==> src/rtl/mreg_queue.sv <==
`default_nettype none
// ============================================================================
// Module      : mreg_queue
// Description : FWFT multiplicand queue; head is zero-extended to 2*WIDTH bits
//               and can be shifted left in place for shift-add multipliers.
// Revision    : 1.0 - initial release
// ============================================================================
module mreg_queue #(
    parameter int WIDTH = 8,
    parameter int DEPTH = 4
) (
    input  logic                       clk,
    input  logic                       reset,
    input  logic                       clear,
    input  logic [WIDTH-1:0]           data_in,
    input  logic                       in_valid,
    output logic                       in_ready,
    output logic [2*WIDTH-1:0]         data_out,
    output logic                       out_valid,
    input  logic                       out_ready,
    input  logic                       shift_en,
    output logic [$clog2(DEPTH+1)-1:0] count
);

    localparam int c_PTR_W = $clog2(DEPTH);
    localparam int c_CNT_W = $clog2(DEPTH+1);
    localparam logic [c_CNT_W-1:0] c_FULL = c_CNT_W'(DEPTH);

    logic [2*WIDTH-1:0] mem_q [DEPTH];
    logic [2*WIDTH-1:0] mem_d [DEPTH];
    logic [c_PTR_W-1:0] wr_q, wr_d;
    logic [c_PTR_W-1:0] rd_q, rd_d;
    logic [c_CNT_W-1:0] count_q, count_d;

    logic w_push;
    logic w_pop;
    logic w_shift;

    assign in_ready  = (count_q != c_FULL);
    assign out_valid = (count_q != '0);
    assign count     = count_q;
    assign data_out  = out_valid ? mem_q[rd_q] : '0;

    assign w_push  = in_valid && in_ready;
    assign w_pop   = out_valid && out_ready;
    assign w_shift = shift_en && out_valid && !out_ready;

    always_comb begin
        mem_d   = mem_q;
        wr_d    = wr_q;
        rd_d    = rd_q;
        count_d = count_q;
        if (clear) begin
            wr_d    = '0;
            rd_d    = '0;
            count_d = '0;
        end else begin
            // wr != rd whenever push and shift coincide (neither empty nor full)
            if (w_push) begin
                mem_d[wr_q] = {{WIDTH{1'b0}}, data_in};
                wr_d        = wr_q + c_PTR_W'(1);
            end
            if (w_pop) begin
                rd_d = rd_q + c_PTR_W'(1);
            end else if (w_shift) begin
                mem_d[rd_q] = mem_q[rd_q] << 1;
            end
            case ({w_push, w_pop})
                2'b10:   count_d = count_q + c_CNT_W'(1);
                2'b01:   count_d = count_q - c_CNT_W'(1);
                default: count_d = count_q;
            endcase
        end
    end

    always_ff @(posedge clk or posedge reset) begin
        if (reset) begin
            for (int i = 0; i < DEPTH; i++) begin
                mem_q[i] <= '0;
            end
            wr_q    <= '0;
            rd_q    <= '0;
            count_q <= '0;
        end else begin
            mem_q   <= mem_d;
            wr_q    <= wr_d;
            rd_q    <= rd_d;
            count_q <= count_d;
        end
    end

endmodule
`default_nettype wire

==> config.mk <==
export PLATFORM = sky130hd
export DESIGN_NAME = mreg_queue
export DESIGN_NICKNAME = d
export VERILOG_FILES = /design/src/rtl/mreg_queue.sv
export SDC_FILE = /design/constraint.sdc
export NUM_CORES = 1
export LEC_CHECK = 0
export ABC_AREA = 1
export BUFFER_PORTS_ARGS = -buffer_cell sky130_fd_sc_hd__buf_2
export CAP_MARGIN = 10
export CORE_MARGIN = 3
export CORE_UTILIZATION = 25
export DETAILED_ROUTE_END_ITERATION = 6
export GPL_TIMING_DRIVEN = 0
export MAX_ROUTING_LAYER = met4
export PLACE_DENSITY = 0.41
export SLEW_MARGIN = 15
export SYNTH_ARGS = -nofsm -noshare
export SYNTH_HDL_FRONTEND = slang
export SYNTH_SLANG_ARGS = --single-unit
==> constraint.sdc <==
create_clock -name clk -period 2 [get_ports clk]
set_input_delay 0.2 -clock clk [delete_from_list [all_inputs] [get_ports clk]]
set_output_delay 0.2 -clock clk [all_outputs]
set_load 0.03 [all_outputs]
==> reports/metrics.cfg, run 1 <==
[worst_setup_path]
cp_cell_sequence = nor2_4, a21oi_1, nand2_1, inv_1, fa_1, xnor2_2, inv_1, nand2_1, nand2_1, nand3_1, nand2_1
crit_cells = 11
reg2reg_slack_ns = 0.03
path_buf_inv = 2
cp-endpoint = count[2]
cp_slowest_cell = dfrtp_2
cp-startpoint = count[1]
cp_max_fo = 4
crit_type = reg -> reg
crit_arrival_ns = 2.20
reg2reg_depth = 11
crit_family = simple AND/OR/NAND/NOR gates
required_ns = 2.23
start_kind = flop
path_common_cell = nand2_1
timing.rr.end = count[2]
r2r_start = count[1]
slowest_delay_ns = 0.45
critPathCaptureType = flop

[logic_synthesis]
yosysUniqueCellTypes = 26
syn_avg_cell_area_um2 = 6.91
synth_edf_count = 0
synth_seq_cells = 71
synth_ff_type = dfrtp_1
yosysSeqAreaShare = 0.408
synthArstFlopShare = 1.00
netlist_instances = 630
ys_warn_count = 0
syn_area_um2 = 4360
syn-num-nets = 653

[route]
route.detailed.drc = 0
antenna_left = 0
vias = 4274
drt_first_pass_iters = 5
wl_per_cell_um = 16.8
wirelength_um = 15400
first_iter_violations = 312
via_per_inst = 4.69

[floorplan]
die_x_um = 138
die_area_um2 = 19000
io_pins = 35
start_util = 0.259
core_area_um2 = 16800
rows = 47
fp.dieH_um = 138

[clock_tree]
clk_pin_slew_ns = 0.06
max-clock-path-buffers = 2
clk_latency_ns = 0.34
h-tree-depth = 3
tritoncts = done
clock-sinks = 71
numCtsBuffers = 9
ctsRootBufferMaster = clkbuf_16

[global_routing]
gr-total-overflow = 0
grt_max_degree = 27
grt_antenna_before_repair = 0
grt_use_total = 0.173
grt_pass1_vias = 4207
grt_pass1_wl_um = 24100

[hold_path]
hold_path_startpoint = data_in[0]
hold_path.class = in -> reg

[placement]
gp_congestion = 0.869
portBuffers = 34
dp_cells = 886
dpl.hpwl_um = 11300

[timing]
skew_ns = 0.00543
tightestPinTransition_ns = 0.686
rsz0062_at_grt = true
hold-worst-slack_ns = 0.160
min_period_ns = 1.97
slew_violations = 0
timing.fmax_ghz = 0.507
slew_headroom = 0.542
final_hold_viol_count = 0
finalCritPeriodShare = 0.987
setup_viol = 0

[layout]
multiInputGateArea_um2 = 2260
layout.nets = 710
drive_gt1_frac = 0.163
area_growth_pct = 22.4
fin_cells = 912
layout_common_cells = nand2_1, o21ai_0, dfrtp_1
fill_cells = 1891
final_common_cell = nand2_1
antenna_cells = 0
regArea_um2 = 1780

[flow_run]
max_cap_violations = 0

[power_and_ir_drop]
leakage_nw = 2.58
powerDensity_nw_per_um2 = 1470
ir_drop_uv = 503

[status]
status = finished clean

==> routing by layer <==
layer,part of all wire,GRT usage,wire length (um),vias up
met2,0.45,0.258,6860,80
met3,0.035,0.0239,533,18
li1,-,-,-,2136
met4,0.019,0.0560,294,0
met5,0,-,0,-
met1,0.50,0.244,7670,2040
==> cell type report <==
cell class                      instances  area share
Multi-Input combinational cell        473       0.424
Sequential cell                        71       0.335
Timing Repair Buffer                   46      0.0582
Tap cell                              220      0.0516
Clock buffer                           11      0.0455
Inverter                               59      0.0434
Buffer                                 27      0.0317
Clock inverter                          5      0.0108
==> registers in the layout, summed over array words and instances, names as in the netlist <==
name	count
count	3
wr_q	2
rd_q	2
mem_q	64
==> report_power, final <==
part           leakage (nW)  switching, mW  internal, mW
Clock                 0.138          0.671         0.999
Combinational          1.52           2.67          1.28
Sequential            0.929          0.357          1.86
==> worst reg2reg max path: cells and delay by family (launching register included) <==
family          cells  cell delay [ns]
compound gates      1             0.15
xor+xnor            1             0.18
fa+ha+maj           1             0.40
buf+inv             2             0.12
flops               1             0.45
simple gates        6             0.57
==> cells in the mapped netlist, types with 3 or more instances <==
cell type,number,area share
o211ai_1,7,0.012
nand2_2,3,0.0043
nor2_1,48,0.041
buf_4,4,0.0069
nand3_1,53,0.061
ha_1,8,0.023
inv_1,56,0.048
dfrtp_1,71,0.41
buf_2,14,0.016
nand3_4,3,0.012
nand2_1,228,0.20
o21ai_1,6,0.0069
nand4_1,3,0.0043
a21oi_1,21,0.024
clkbuf_1,8,0.0069
nor2_4,4,0.010
inv_2,3,0.0026
o21ai_0,82,0.094
==> worst min-delay path by stage <==
stage,depth (start not counted),endpoint,slack (ns)
floorplan,2,mem_q[32],0.34
global placement,2,mem_q[58],0.46
detailed placement,2,count[2],0.33
CTS,3,mem_q[32],0.16
global route,3,mem_q[32],0.18
finish,3,mem_q[32],0.16
==> cells by family after synthesis <==
family | after synthesis | synth area share
AO/OA/AOI/OAI | 118 | 0.142
XOR/XNOR | 1 | 0.00201
adder cells (fa/ha/maj) | 9 | 0.0276
buffers and inverters | 86 | 0.0816
flip-flops | 71 | 0.408
AND/OR/NAND/NOR | 345 | 0.339
==> through the flow <==
| step | setup slack, ns | power (mW) | util | instance area (um^2) | setup TNS [ns] |
|---|---|---|---|---|---|
| after detailed placement | -0.179 | 5.80 | 0.289 | 4850 | -1.41 |
| final | 0.0268 | 7.84 | 0.317 | 5330 | 0 |
| after CTS | 0.000137 | 7.73 | 0.313 | 5260 | 0 |
| after global routing | -0.104 | 8.42 | 0.317 | 5330 | -0.606 |
| after global placement | -0.145 | 5.76 | 0.286 | 4810 | -1.19 |
| after floorplan | -0.137 | 4.63 | - | 4360 | -0.137 |
==> timing repair <==
action / 4_1_cts / 5_1_grt
setup buffers: 5 / 4
endpoints found under the setup margin: 37 / 29
hold buffers: 1 / 0
pin swaps: 3 / 2
hold endpoints to repair: 24 / 0
resized for setup: 29 / 13
No activity file was read; power rests on OpenSTA's default activity.
==> inputs of run 2 (changes only) <==
- ABC_AREA: 1 -> default
- PLACE_DENSITY: 0.41 -> 0.42
==> reports/metrics.cfg, run 2 <==
[logic_synthesis]
synth_top_area_share = 0.477  ; was 0.408
synth_seq_cells = 71  ; unchanged
synth_top_area_cell = dfrtp_1  ; unchanged
synth_ff_type = dfrtp_1  ; unchanged
yosysMostFrequentCell = dfrtp_1  ; was nand2_1
synthTopCellsByArea = dfrtp_1, mux4_2, a22o_1, o221ai_1, inv_1  ; was dfrtp_1, nand2_1, o21ai_0, nand3_1, inv_1
yosys-top-cells-count = dfrtp_1, a22o_1, inv_1  ; was nand2_1, o21ai_0, dfrtp_1
syn_area_um2 = 3730  ; was 4360 um^2
netlist_instances = 322  ; was 630
syn_avg_cell_area_um2 = 11.6  ; was 6.91 um^2
ys_warn_count = 0  ; unchanged
yosysSeqAreaShare = 0.477  ; was 0.408
synth_edf_count = 0  ; unchanged
syn-num-nets = 345  ; was 653
yosysUniqueCellTypes = 36  ; was 26
synthArstFlopShare = 1.00  ; unchanged

[timing]
setup_viol = 4  ; was 0
fin_tns_setup_ns = -0.0205  ; was 0 ns
rsz0062_at_grt = true  ; unchanged
skew_ns = 0.00346  ; was 0.00543 ns
slew_headroom = 0.488  ; was 0.542
tightestPinTransition_ns = 0.768  ; was 0.686 ns
finalCritPeriodShare = 1.00  ; was 0.987
timing.fmax_ghz = 0.498  ; was 0.507 GHz
slew_violations = 0  ; unchanged
fin_ws_ns = -0.00792  ; was 0.0268 ns
final_hold_viol_count = 0  ; unchanged
min_period_ns = 2.01  ; was 1.97 ns

[worst_setup_path]
required_ns = 1.80  ; was 2.23 ns
start_kind = flop  ; unchanged
crit_arrival_ns = 1.81  ; was 2.20 ns
crit_type = reg -> out  ; was reg -> reg
critPathCaptureType = primary output  ; was flop
cp_max_fo = 8  ; was 4
reg2reg_slack_ns = 0.03  ; about the same

[power_and_ir_drop]
leakage_nw = 2.30  ; was 2.58 nW
ir_drop_uv = 501  ; was 503 uV
combPwrFrac = 0.458  ; was 0.504
switching_share = 0.352  ; was 0.471
powerDensity_nw_per_um2 = 1360  ; was 1470 nW/um^2
power.internal_mw = 4.59  ; was 4.15 mW
power.share.sequential = 0.293  ; was 0.283
switching_power_mw = 2.49  ; was 3.70 mW
clock_power_share = 0.249  ; was 0.213
p_total_mw = 7.08  ; was 7.84 mW

[layout]
stdcell_area_um2 = 5190  ; was 5330 um^2
final_common_cell = dfrtp_1  ; was nand2_1
antenna_cells = 0  ; unchanged
regArea_um2 = 1780  ; about the same
multiInputGateArea_um2 = 1830  ; was 2260 um^2
regMostFlops = mem_q  ; unchanged
layout_common_cells = dfrtp_1, buf_4, a22o_1  ; was nand2_1, o21ai_0, dfrtp_1
fill_cells = 1417  ; was 1891
area_growth_pct = 39.3  ; was 22.4%
drive_gt1_frac = 0.396  ; was 0.163
largest_reg_flops = 64  ; unchanged
layout.nets = 435  ; was 710

[route]
wirelength_um = 11100  ; was 15400 um
antenna_left = 0  ; unchanged
first_iter_violations = 136  ; was 312
via_per_inst = 4.85  ; was 4.69
drt_first_pass_iters = 4  ; was 5
vias = 2898  ; was 4274
wl_per_cell_um = 18.5  ; was 16.8 um
route.detailed.drc = 0  ; unchanged

[floorplan]
rows = 43  ; was 47
start_util = 0.262  ; was 0.259
io_pins = 35  ; unchanged
fp.dieH_um = 128  ; was 138 um
die_x_um = 128  ; was 138 um
core_area_um2 = 14200  ; was 16800 um^2
die_area_um2 = 16400  ; was 19000 um^2

[global_routing]
grt_use_total = 0.145  ; was 0.173
grt_pass1_vias = 3023  ; was 4207
grt_max_degree = 35  ; was 27
gr-total-overflow = 0  ; unchanged
grt_pass1_wl_um = 17500  ; was 24100 um
grt_antenna_before_repair = 0  ; unchanged

[status]
status = finished with violations  ; was finished clean
violations = negative setup slack

[clock_tree]
ctsRootBufferMaster = clkbuf_16  ; unchanged
numCtsBuffers = 9  ; unchanged
h-tree-depth = 3  ; unchanged
clk_latency_ns = 0.33  ; was 0.34 ns
clk_pin_slew_ns = 0.06  ; about the same
clock-sinks = 71  ; unchanged
tritoncts = done  ; unchanged
max-clock-path-buffers = 2  ; unchanged

[placement]
gp_congestion = 0.745  ; was 0.869
portBuffers = 31  ; was 34
placed_area_um2 = 4160  ; was 4850 um^2
pre_cts_slack_ns = -0.811  ; was -0.179 ns
dpl.hpwl_um = 7030  ; was 11300 um

[flow_run]
max_cap_violations = 0  ; unchanged

[hold_path]
hold_path.class = in -> reg  ; unchanged

[run 2: per-stage QoR]
stage	instances	utilization	hold slack [ns]
after floorplan	322	-	0.376
after global placement	533	0.290	0.470
after detailed placement	535	0.293	0.218
after CTS	584	0.352	0.195
after global routing	597	0.365	0.222
final	597	0.365	0.211
[run 2: worst paths after layout]
path | depth (start not counted) | endpoint | startpoint
max reg2reg | 7 | mem_q[37] | rd_q[1]
min | 3 | mem_q[0] | data_in[0]
max | 5 | data_out[10] | rd_q[1]
min reg2reg | 1 | mem_q[0] | mem_q[0]
max in group asynchronous | 5 | mem_q[46] | reset
min in group asynchronous | 3 | mem_q[35] | reset
[run 2: layout make-up]
| cell class | count | area share |
|---|---|---|
| well taps | 180 | 0.0434 |
| plain buffers | 24 | 0.0422 |
| multi-input cells | 194 | 0.353 |
| inverters | 33 | 0.0246 |
| clock buffers | 13 | 0.0502 |
| flip-flops and latches | 71 | 0.343 |
| repair buffers | 79 | 0.131 |
| clock inverters | 3 | 0.0125 |
[run 2: power groups by stage]
stage	Combinational [mW]	Sequential, mW	Clock, mW
after floorplan	1.70	2.07	0
after global placement	2.32	2.09	0
after detailed placement	2.36	2.10	0
after CTS	3.08	2.08	1.79
after global routing	3.49	2.12	1.85
final	3.24	2.07	1.76
[run 2: kinds of logic after synthesis]
logic type | after synthesis | synth area share
xor gates and xnor gates | 3 | 0.00705
and+or+nand+nor | 84 | 0.137
AOI/OAI and AO/OA | 80 | 0.180
muxes | 18 | 0.102
DFF | 71 | 0.477
adders and majority gates | 9 | 0.0322
buffers and inverters | 57 | 0.0641
[run 2: repair_timing]
action	CTS	global route
gates resized for setup	72	29
buffers inserted	31	13
gates cloned	1	0
pin swaps	11	14
setup endpoints to repair	82	76
hold endpoints to repair	16	0
hold buffers	1	0
[run 2: per-layer routing]
metal | part of all wire | up-vias | track usage
met3 | 0.034 | 9 | 0.0250
met1 | 0.46 | 1478 | 0.190
met4 | 0.013 | 0 | 0.0587
met5 | 0 | - | -
met2 | 0.49 | 52 | 0.223
li1 | - | 1359 | -
[run 2: critical path: stages (launching register included)]
cell and delay, ns:
dfrtp_1 0.40, buf_12 0.16, buf_12 0.11, mux4_2 0.52, and2_4 0.16, buf_6 0.13
